### src/rtl/hazard_ctrl_if.sv
// Hazard controller bus: ID/EX hazard sources in, pipeline control out.
// The slave modport is the hazard controller; master is the pipeline side.
// md_state mirrors the mul/div FSM state (0 = IDLE, 1 = MD_BUSY) for observation.
interface hazard_ctrl_if #(
    parameter int unsigned CNT_W = 32
);
    logic [4:0]       id_rs;
    logic [4:0]       id_rt;
    logic             id_uses_rs;
    logic             id_uses_rt;
    logic             id_uses_hilo;
    logic             ex_mem_read;
    logic [4:0]       ex_rd;
    logic             md_start;
    logic             jump_taken;
    logic             branch_taken;
    logic             stall;
    logic             flush_if;
    logic             flush_id;
    logic             md_busy;
    logic             md_state;
    logic [CNT_W-1:0] perf_stalls;
    logic [CNT_W-1:0] perf_flushes;

    modport slave (
        input  id_rs, id_rt, id_uses_rs, id_uses_rt, id_uses_hilo,
        input  ex_mem_read, ex_rd, md_start, jump_taken, branch_taken,
        output stall, flush_if, flush_id, md_busy, md_state,
        output perf_stalls, perf_flushes
    );

    modport master (
        output id_rs, id_rt, id_uses_rs, id_uses_rt, id_uses_hilo,
        output ex_mem_read, ex_rd, md_start, jump_taken, branch_taken,
        input  stall, flush_if, flush_id, md_busy, md_state,
        input  perf_stalls, perf_flushes
    );
endinterface

### src/rtl/hazard_ctrl.sv
// Pipeline hazard / flush controller for the 5-stage MIPS core.
// Produces stall, flush_if and flush_id combinationally from ID/EX hazard
// sources plus a registered mul/div busy counter.
// Optional macro HAZARD_PERF_CNT_EN enables the stall/flush performance
// counters; without it both counter outputs are tied to zero.
module hazard_ctrl #(
    parameter int unsigned MD_LATENCY = 32,
    parameter int unsigned CNT_W      = 32
) (
    input  logic           clk,
    input  logic           rst_n,
    hazard_ctrl_if.slave   bus
);

    typedef enum logic {
        IDLE    = 1'b0,
        MD_BUSY = 1'b1
    } md_state_t;

    localparam logic [5:0] MD_LOAD = MD_LATENCY[5:0];

    md_state_t  state_q, state_d;
    logic [5:0] md_cnt_q, md_cnt_d;
    logic       load_use;
    logic       hilo_wait;
    logic       md_busy;

    // Mul/div state register and busy counter.
    always_ff @(posedge clk) begin
        if (!rst_n) begin
            state_q  <= IDLE;
            md_cnt_q <= 6'd0;
        end else begin
            state_q  <= state_d;
            md_cnt_q <= md_cnt_d;
        end
    end

    // Next-state: md_start (re)loads the count, otherwise count down to IDLE.
    always_comb begin
        state_d  = state_q;
        md_cnt_d = md_cnt_q;
        case (state_q)
            IDLE: begin
                if (bus.md_start) begin
                    md_cnt_d = MD_LOAD;
                    state_d  = MD_BUSY;
                end
            end
            MD_BUSY: begin
                if (bus.md_start) begin
                    md_cnt_d = MD_LOAD;
                    state_d  = MD_BUSY;
                end else begin
                    md_cnt_d = md_cnt_q - 6'd1;
                    state_d  = (md_cnt_q == 6'd1) ? IDLE : MD_BUSY;
                end
            end
            default: begin
                md_cnt_d = 6'd0;
                state_d  = IDLE;
            end
        endcase
    end

    assign md_busy      = (state_q == MD_BUSY);
    assign bus.md_busy  = md_busy;
    assign bus.md_state = state_q;

    // Hazard detection; register 0 is never a real dependency.
    always_comb begin
        load_use  = 1'b0;
        hilo_wait = 1'b0;
        if (bus.ex_mem_read && (bus.ex_rd != 5'd0)) begin
            load_use = (bus.id_uses_rs && (bus.id_rs == bus.ex_rd)) ||
                       (bus.id_uses_rt && (bus.id_rt == bus.ex_rd));
        end
        hilo_wait = bus.id_uses_hilo && md_busy;
    end

    // Prioritised control: taken branch, then stalls, then jump.
    always_comb begin
        bus.stall    = 1'b0;
        bus.flush_if = 1'b0;
        bus.flush_id = 1'b0;
        if (bus.branch_taken) begin
            bus.flush_if = 1'b1;
            bus.flush_id = 1'b1;
        end else if (load_use || hilo_wait) begin
            bus.stall    = 1'b1;
            bus.flush_id = 1'b1;
        end else if (bus.jump_taken) begin
            bus.flush_if = 1'b1;
        end
    end

`ifdef HAZARD_PERF_CNT_EN
    logic [CNT_W-1:0] perf_stalls_q;
    logic [CNT_W-1:0] perf_flushes_q;

    // Free-running stall-cycle and IF-flush counters, wrapping naturally.
    always_ff @(posedge clk) begin
        if (!rst_n) begin
            perf_stalls_q  <= '0;
            perf_flushes_q <= '0;
        end else begin
            if (bus.stall) begin
                perf_stalls_q <= perf_stalls_q + 1'b1;
            end
            if (bus.flush_if) begin
                perf_flushes_q <= perf_flushes_q + 1'b1;
            end
        end
    end

    assign bus.perf_stalls  = perf_stalls_q;
    assign bus.perf_flushes = perf_flushes_q;
`else
    assign bus.perf_stalls  = '0;
    assign bus.perf_flushes = '0;
`endif

endmodule

### src/flat_wrapper.sv
// flat-port wrapper written by rule: the top's interface ports become plain ports
module hazard_ctrl_flat 
#(
    parameter int unsigned MD_LATENCY = 32,
    parameter int unsigned CNT_W      = 32
)
  (clk, rst_n, bus_id_rs, bus_id_rt, bus_id_uses_rs, bus_id_uses_rt, bus_id_uses_hilo, bus_ex_mem_read, bus_ex_rd, bus_md_start, bus_jump_taken, bus_branch_taken, bus_stall, bus_flush_if, bus_flush_id, bus_md_busy, bus_md_state, bus_perf_stalls, bus_perf_flushes);
  hazard_ctrl_if #(.CNT_W(CNT_W)) bus_i ();
  input  logic clk;
  input  logic rst_n;
  input wire logic [$bits(bus_i.id_rs)-1:0] bus_id_rs;
  input wire logic [$bits(bus_i.id_rt)-1:0] bus_id_rt;
  input wire logic [$bits(bus_i.id_uses_rs)-1:0] bus_id_uses_rs;
  input wire logic [$bits(bus_i.id_uses_rt)-1:0] bus_id_uses_rt;
  input wire logic [$bits(bus_i.id_uses_hilo)-1:0] bus_id_uses_hilo;
  input wire logic [$bits(bus_i.ex_mem_read)-1:0] bus_ex_mem_read;
  input wire logic [$bits(bus_i.ex_rd)-1:0] bus_ex_rd;
  input wire logic [$bits(bus_i.md_start)-1:0] bus_md_start;
  input wire logic [$bits(bus_i.jump_taken)-1:0] bus_jump_taken;
  input wire logic [$bits(bus_i.branch_taken)-1:0] bus_branch_taken;
  output wire logic [$bits(bus_i.stall)-1:0] bus_stall;
  output wire logic [$bits(bus_i.flush_if)-1:0] bus_flush_if;
  output wire logic [$bits(bus_i.flush_id)-1:0] bus_flush_id;
  output wire logic [$bits(bus_i.md_busy)-1:0] bus_md_busy;
  output wire logic [$bits(bus_i.md_state)-1:0] bus_md_state;
  output wire logic [$bits(bus_i.perf_stalls)-1:0] bus_perf_stalls;
  output wire logic [$bits(bus_i.perf_flushes)-1:0] bus_perf_flushes;
  assign bus_i.id_rs = bus_id_rs;
  assign bus_i.id_rt = bus_id_rt;
  assign bus_i.id_uses_rs = bus_id_uses_rs;
  assign bus_i.id_uses_rt = bus_id_uses_rt;
  assign bus_i.id_uses_hilo = bus_id_uses_hilo;
  assign bus_i.ex_mem_read = bus_ex_mem_read;
  assign bus_i.ex_rd = bus_ex_rd;
  assign bus_i.md_start = bus_md_start;
  assign bus_i.jump_taken = bus_jump_taken;
  assign bus_i.branch_taken = bus_branch_taken;
  assign bus_stall = bus_i.stall;
  assign bus_flush_if = bus_i.flush_if;
  assign bus_flush_id = bus_i.flush_id;
  assign bus_md_busy = bus_i.md_busy;
  assign bus_md_state = bus_i.md_state;
  assign bus_perf_stalls = bus_i.perf_stalls;
  assign bus_perf_flushes = bus_i.perf_flushes;
  hazard_ctrl #(.MD_LATENCY(MD_LATENCY), .CNT_W(CNT_W)) u_core (.clk(clk), .rst_n(rst_n), .bus(bus_i));
endmodule
### config.mk
export PLATFORM = sky130hd
export DESIGN_NAME = hazard_ctrl_flat
export DESIGN_NICKNAME = d
export VERILOG_FILES = /design/src/rtl/hazard_ctrl_if.sv /design/src/rtl/hazard_ctrl.sv /design/src/flat_wrapper.sv
export SDC_FILE = /design/constraint.sdc
export NUM_CORES = 1
export LEC_CHECK = 0
export CAP_MARGIN = 20
export CORE_AREA = 2 2 61 63
export DETAILED_ROUTE_END_ITERATION = 8
export DIE_AREA = 0 0 63 65
export PLACE_DENSITY_LB_ADDON = 0.25
export SLEW_MARGIN = 20
export SYNTH_ARGS = -nofsm -noshare
export SYNTH_HDL_FRONTEND = slang
export SYNTH_SLANG_ARGS = --single-unit
### constraint.sdc
create_clock -name clk -period 2 [get_ports clk]
set_input_delay 0.4 -clock clk [delete_from_list [all_inputs] [get_ports clk]]
set_output_delay 0.4 -clock clk [all_outputs]
set_load 0.1 [all_outputs]
== Yosys cells after proc, flatten, opt, wreduce, memory -nomap -nowiden ==
Index checks and enable logic that the tools add are counted.

* Logic and storage cells: 29
* Output and inout port bits: 69
* RAM bits: 0
* Register bits after elaboration: 7
* Latch bits: 0
* Bits of input ports: 24
* Memory bits (read-only): 0
* Memories: 0

* Bitwise gates (word level): 1
* $add $sub $neg: 1
* Div/mod/pow operators: 0
* Multipliers: 0
* Reductions and logical operators: 7
* $lt $le $gt $ge: 0
* Multiplexer cells: 14
* Shift operators: 0
* Eq/ne operators: 4

{| class="wikitable"
|+ Operators with widths
! cell !! number
|-
| two-way mux 6 bit || 2
|-
| one-hot mux 6 bit (2 select lines) || 1
|-
| equality test 5 bit || 2
|-
| two-way mux 1 bit || 10
|-
| equality test 6 x 1 -> 1 bit, second input constant || 1
|-
| subtractor 6 x 1 -> 6 bit, second input constant || 1
|-
| nonzero test 5 bit || 1
|-
| logical AND 1 bit || 4
|-
| logical OR 1 bit || 2
|-
| != test 2 bit, second input constant || 1
|-
| one-hot mux 1 bit (2 select lines) || 1
|-
| NOT 1 bit || 1
|}

== Logic depth before layout (Yosys ltp) ==
* Word-level depth: 7
* Mapped depth: 6
* Mapped depth without buffers: 6

== Worst setup path before layout ==
No wires, ideal clock.

* Path kind: input-to-output
* Start point: in bus_ex_rd[3]
* End point: out bus_stall
* Slack: -1.610 ns
* Required time: 1.600 ns
* Data arrival time: 3.210 ns
* Path buffers: 0
* Cell stages on the path: 4
* Cells stage by stage: xor2_1 -> nor4_1 -> a32oi_1 -> o31ai_1

* Cells in the longest elaborated chain, start to end: 7
* Elaborated cells between the ends (all ways): 11

{| class="wikitable"
|+ Ends and longest elaborated chain
! item !! RTL line !! RTL
|-
| start, declared || flat_wrapper.sv:17 || <nowiki>input wire logic [$bits(bus_i.ex_rd)-1:0] bus_ex_rd;</nowiki>
|-
| equality test 5 bit (on tied branches) || hazard_ctrl.sv:75, hazard_ctrl.sv:76 ||
|-
| logical AND 1 bit (on tied branches) || hazard_ctrl.sv:75, hazard_ctrl.sv:76 ||
|-
| logical OR 1 bit || hazard_ctrl.sv:75 || <nowiki>load_use = (bus.id_uses_rs && (bus.id_rs == bus.ex_rd)) ||</nowiki>
|-
| two-way mux 1 bit * || hazard_ctrl.sv:74 || <nowiki>if (bus.ex_mem_read && (bus.ex_rd != 5'd0)) begin</nowiki>
|-
| logical OR 1 bit * || hazard_ctrl.sv:89 || <nowiki>end else if (load_use || hilo_wait) begin</nowiki>
|-
| two-way mux 1 bit * || hazard_ctrl.sv:89 ||
|-
| two-way mux 1 bit * || hazard_ctrl.sv:86 || <nowiki>if (bus.branch_taken) begin</nowiki>
|-
| end, declared || flat_wrapper.sv:21 || <nowiki>output wire logic [$bits(bus_i.stall)-1:0] bus_stall;</nowiki>
|}

Mark *: on every way between the ends. The rest lies on a longest branch, timed or not.

== Worst setup path in the final report ==
* Start point: in bus_id_rs[2]
* End point: out bus_stall

* Cells in the longest elaborated chain, start to end: 7

{| class="wikitable"
|+ Ends and longest elaborated chain
! item !! RTL line !! RTL
|-
| start, declared || flat_wrapper.sv:11 || <nowiki>input wire logic [$bits(bus_i.id_rs)-1:0] bus_id_rs;</nowiki>
|-
| equality test 5 bit || hazard_ctrl.sv:75 ||
|-
| logical AND 1 bit || hazard_ctrl.sv:75 ||
|-
| logical OR 1 bit || hazard_ctrl.sv:75 ||
|-
| two-way mux 1 bit || hazard_ctrl.sv:74 ||
|-
| logical OR 1 bit || hazard_ctrl.sv:89 ||
|-
| two-way mux 1 bit || hazard_ctrl.sv:89 ||
|-
| two-way mux 1 bit || hazard_ctrl.sv:86 ||
|}

Every way passes these cells.

==> results.json <==
{
  "finalHoldViolations": 0,
  "drt_wl_total_um": 1590,
  "grt_pass1_vias": 527,
  "wl_per_cell_um": 7.83,
  "syn_avg_cell_area_sq_um": 8.12,
  "cts.clk_slew.worst_paths_ps": 50,
  "cts_buffers": 3,
  "power.density_nw_per_um2": 841,
  "detailed_place_hpwl_um": 1380,
  "setup_tns_ps": -290,
  "grt_use_total": 0.0704,
  "synth-compound-area-share": 0.0624,
  "die_area_sq_um": 4100,
  "die_height_um": 65,
  "drt_iter0_drc": 7,
  "use_met3": 0.0174,
  "failed_checks": "negative setup slack",
  "synth-simple-area-share": 0.116,
  "clock_latency_ps": 250,
  "period_share": 1.05,
  "reg2reg_slack_ps": 500,
  "critPathKind": "input port to output pin",
  "layout-drive-gt1-share": 0.232,
  "ys_seq_area_frac": 0.143,
  "cp-end-kind": "output pin",
  "yosysUniqueCellTypes": 27,
  "fmax_mhz": 475,
  "grt_remaining_overflow": 0,
  "synth_xor_area_frac": 0.134,
  "clock_path_buffers": 2,
  "grt_pass1_wl_um": 2260,
  "crit_arrival_ps": 1710,
  "synth_cells": 121,
  "min_period_ps": 2110,
  "postCtsSetupBuffers": 0,
  "initial_core_util": 0.281,
  "htree_levels": 1,
  "critical_path.max_fanout": 2,
  "ant_nets": 0,
  "diodes": 0,
  "gp_congestion": 0.740,
  "syn-cell-area_sq_um": 982,
  "portBuffers": 28,
  "numClockSinks": 7,
  "die_w_um": 63,
  "routed-via-count": 675,
  "num_rows": 22,
  "drv_cap": 0,
  "yosysWarnings": 0,
  "status": "finished with violations",
  "p_leak_nw": 0.600,
  "area_delta_synth_final_pct": 24.1,
  "grt_max_degree": 11,
  "fin_nets": 182,
  "grt_use_met2": 0.117,
  "worstPathRequired_ps": 1600,
  "worst_setup_path_start_kind": "input port",
  "cts_hold_buf": 0,
  "synth-seq-cells": 7,
  "io_pins": 93,
  "drc": 0,
  "ir_drop_v": 0.000297,
  "rsz0062_at_grt": "yes",
  "setup_viol_count_final": 3,
  "synth.area.mux_share": 0,
  "whs_ps": 522,
  "grt_use_met1": 0.0818,
  "hold_path_class": "flip-flop to flip-flop",
  "ctsRootBufferMaster": "clkbuf_4",
  "cts_tree": "built",
  "antenna_found_initial": 0,
  "busiest_layer": "met2",
  "slew_violations": 0,
  "synthAdderAreaFrac": 0.0255,
  "via_per_inst": 3.33,
  "core_area_sq_um": 3500,
  "synth_top_family_by_area": "buffers and inverters",
  "skew_ps": 0.644,
  "setup_ws_ps": -107,
  "first_pass_iters": 4
}
[path summary, 6_finish.rpt]
path / from / cells past startpoint / end
setup reg to reg: u_core.bus.md_busy / 4 / u_core.md_cnt_q[5]
hold / removal: u_core.md_cnt_q[1] / 2 / u_core.md_cnt_q[1]
hold reg to reg: u_core.md_cnt_q[1] / 2 / u_core.md_cnt_q[1]
setup / recovery: bus_id_rs[2] / 7 / bus_stall
[per-stage QoR]
stage / util / power (mW) / setup WS (ps) / instances / cell area, sq um
after detailed placement: 0.338 / 0.893 / -538 / 199 / 1180
after global routing: 0.349 / 1.06 / -193 / 203 / 1220
after floorplan: - / 0.894 / -291 / 184 / 1250
after CTS: 0.353 / 1.03 / -164 / 203 / 1230
final: 0.349 / 1.03 / -107 / 203 / 1220
after global placement: 0.338 / 0.891 / -484 / 199 / 1180
[flip-flops by register name, indices dropped and copies added (netlist names)]
name,flops
u_core.md_cnt_q,6
u_core.bus.md_busy,1
[what timing repair did]
item,4_1_cts,5_1_grt
pin swaps,16,4
gates resized for setup,53,3
setup endpoints to repair,3,3
[placed cells by master, fill, tap and decap left out, types with 2 or more instances in the layout]
cell,n
a21oi_1,2
buf_12,5
buf_2,5
buf_4,3
buf_6,5
clkbuf_2,2
clkbuf_4,3
clkdlybuf4s15_1,2
clkdlybuf4s50_1,8
conb_1,64
dfxtp_1,6
dlygate4sd2_1,3
ha_1,2
inv_1,2
nand2_1,2
nor2_1,5
nor4_2,2
xnor2_1,3
xor2_1,11
[where the power goes]
| part | total [mW] | switching, mW | internal [mW] |
|---|---|---|---|
| combinational | 0.732 | 0.629 | 0.103 |
| clock | 0.131 | 0.0550 | 0.0763 |
| sequential | 0.162 | 0.0130 | 0.149 |
| total | 1.03 | 0.697 | 0.328 |
[cells in the mapped netlist]
library cell | count | area (sq um)
nor4_1 | 3 | 18.8
nand3b_1 | 1 | 7.51
or2_2 | 1 | 6.26
nand2_1 | 2 | 7.51
inv_1 | 2 | 7.51
buf_4 | 65 | 488
buf_6 | 1 | 11.3
and2_0 | 1 | 6.26
a21oi_1 | 2 | 10.0
o31ai_1 | 1 | 7.51
o21ai_0 | 2 | 10.0
nor3_2 | 1 | 10.0
nor2b_1 | 1 | 6.26
or4_1 | 1 | 7.51
or4b_4 | 1 | 13.8
xnor2_1 | 4 | 35.0
a32oi_1 | 1 | 8.76
o311a_1 | 1 | 10.0
nor2_1 | 5 | 18.8
a211oi_1 | 1 | 7.51
o21a_1 | 1 | 7.51
nand2b_1 | 1 | 6.26
xor2_1 | 11 | 96.3
conb_1 | 1 | 3.75
nor3_1 | 1 | 5.00
ha_1 | 2 | 25.0
dfxtp_1 | 7 | 140
[per-layer routing]
metal,vias up,routed length [um]
li1,327,-
met1,304,576
met2,42,849
met3,2,140
met4,0,23
met5,-,0
[final cells by class]
| class | count | area, sq um |
|---|---|---|
| clock buffers | 4 | 26.3 |
| multi-input cells | 109 | 643 |
| well taps | 48 | 60.1 |
| inverters | 2 | 7.51 |
| fillers | 375 | 2280 |
| repair buffers | 33 | 340 |
| flip-flops and latches | 7 | 141 |
[critical path, stage by stage]
cell,delay [ps]
buf_2,100
xor2_1,160
nor4_2,290
a32oi_2,170
buf_4,170
o31ai_4,200
buf_12,210
[kinds of logic after synthesis]
family	count (synthesis)
fa+ha+maj	2
flops	7
compound gates	9
xor+xnor	15
simple gates	19
buf+inv	68
other cells	1
Note: power is estimated with default switching activity, not from simulation.
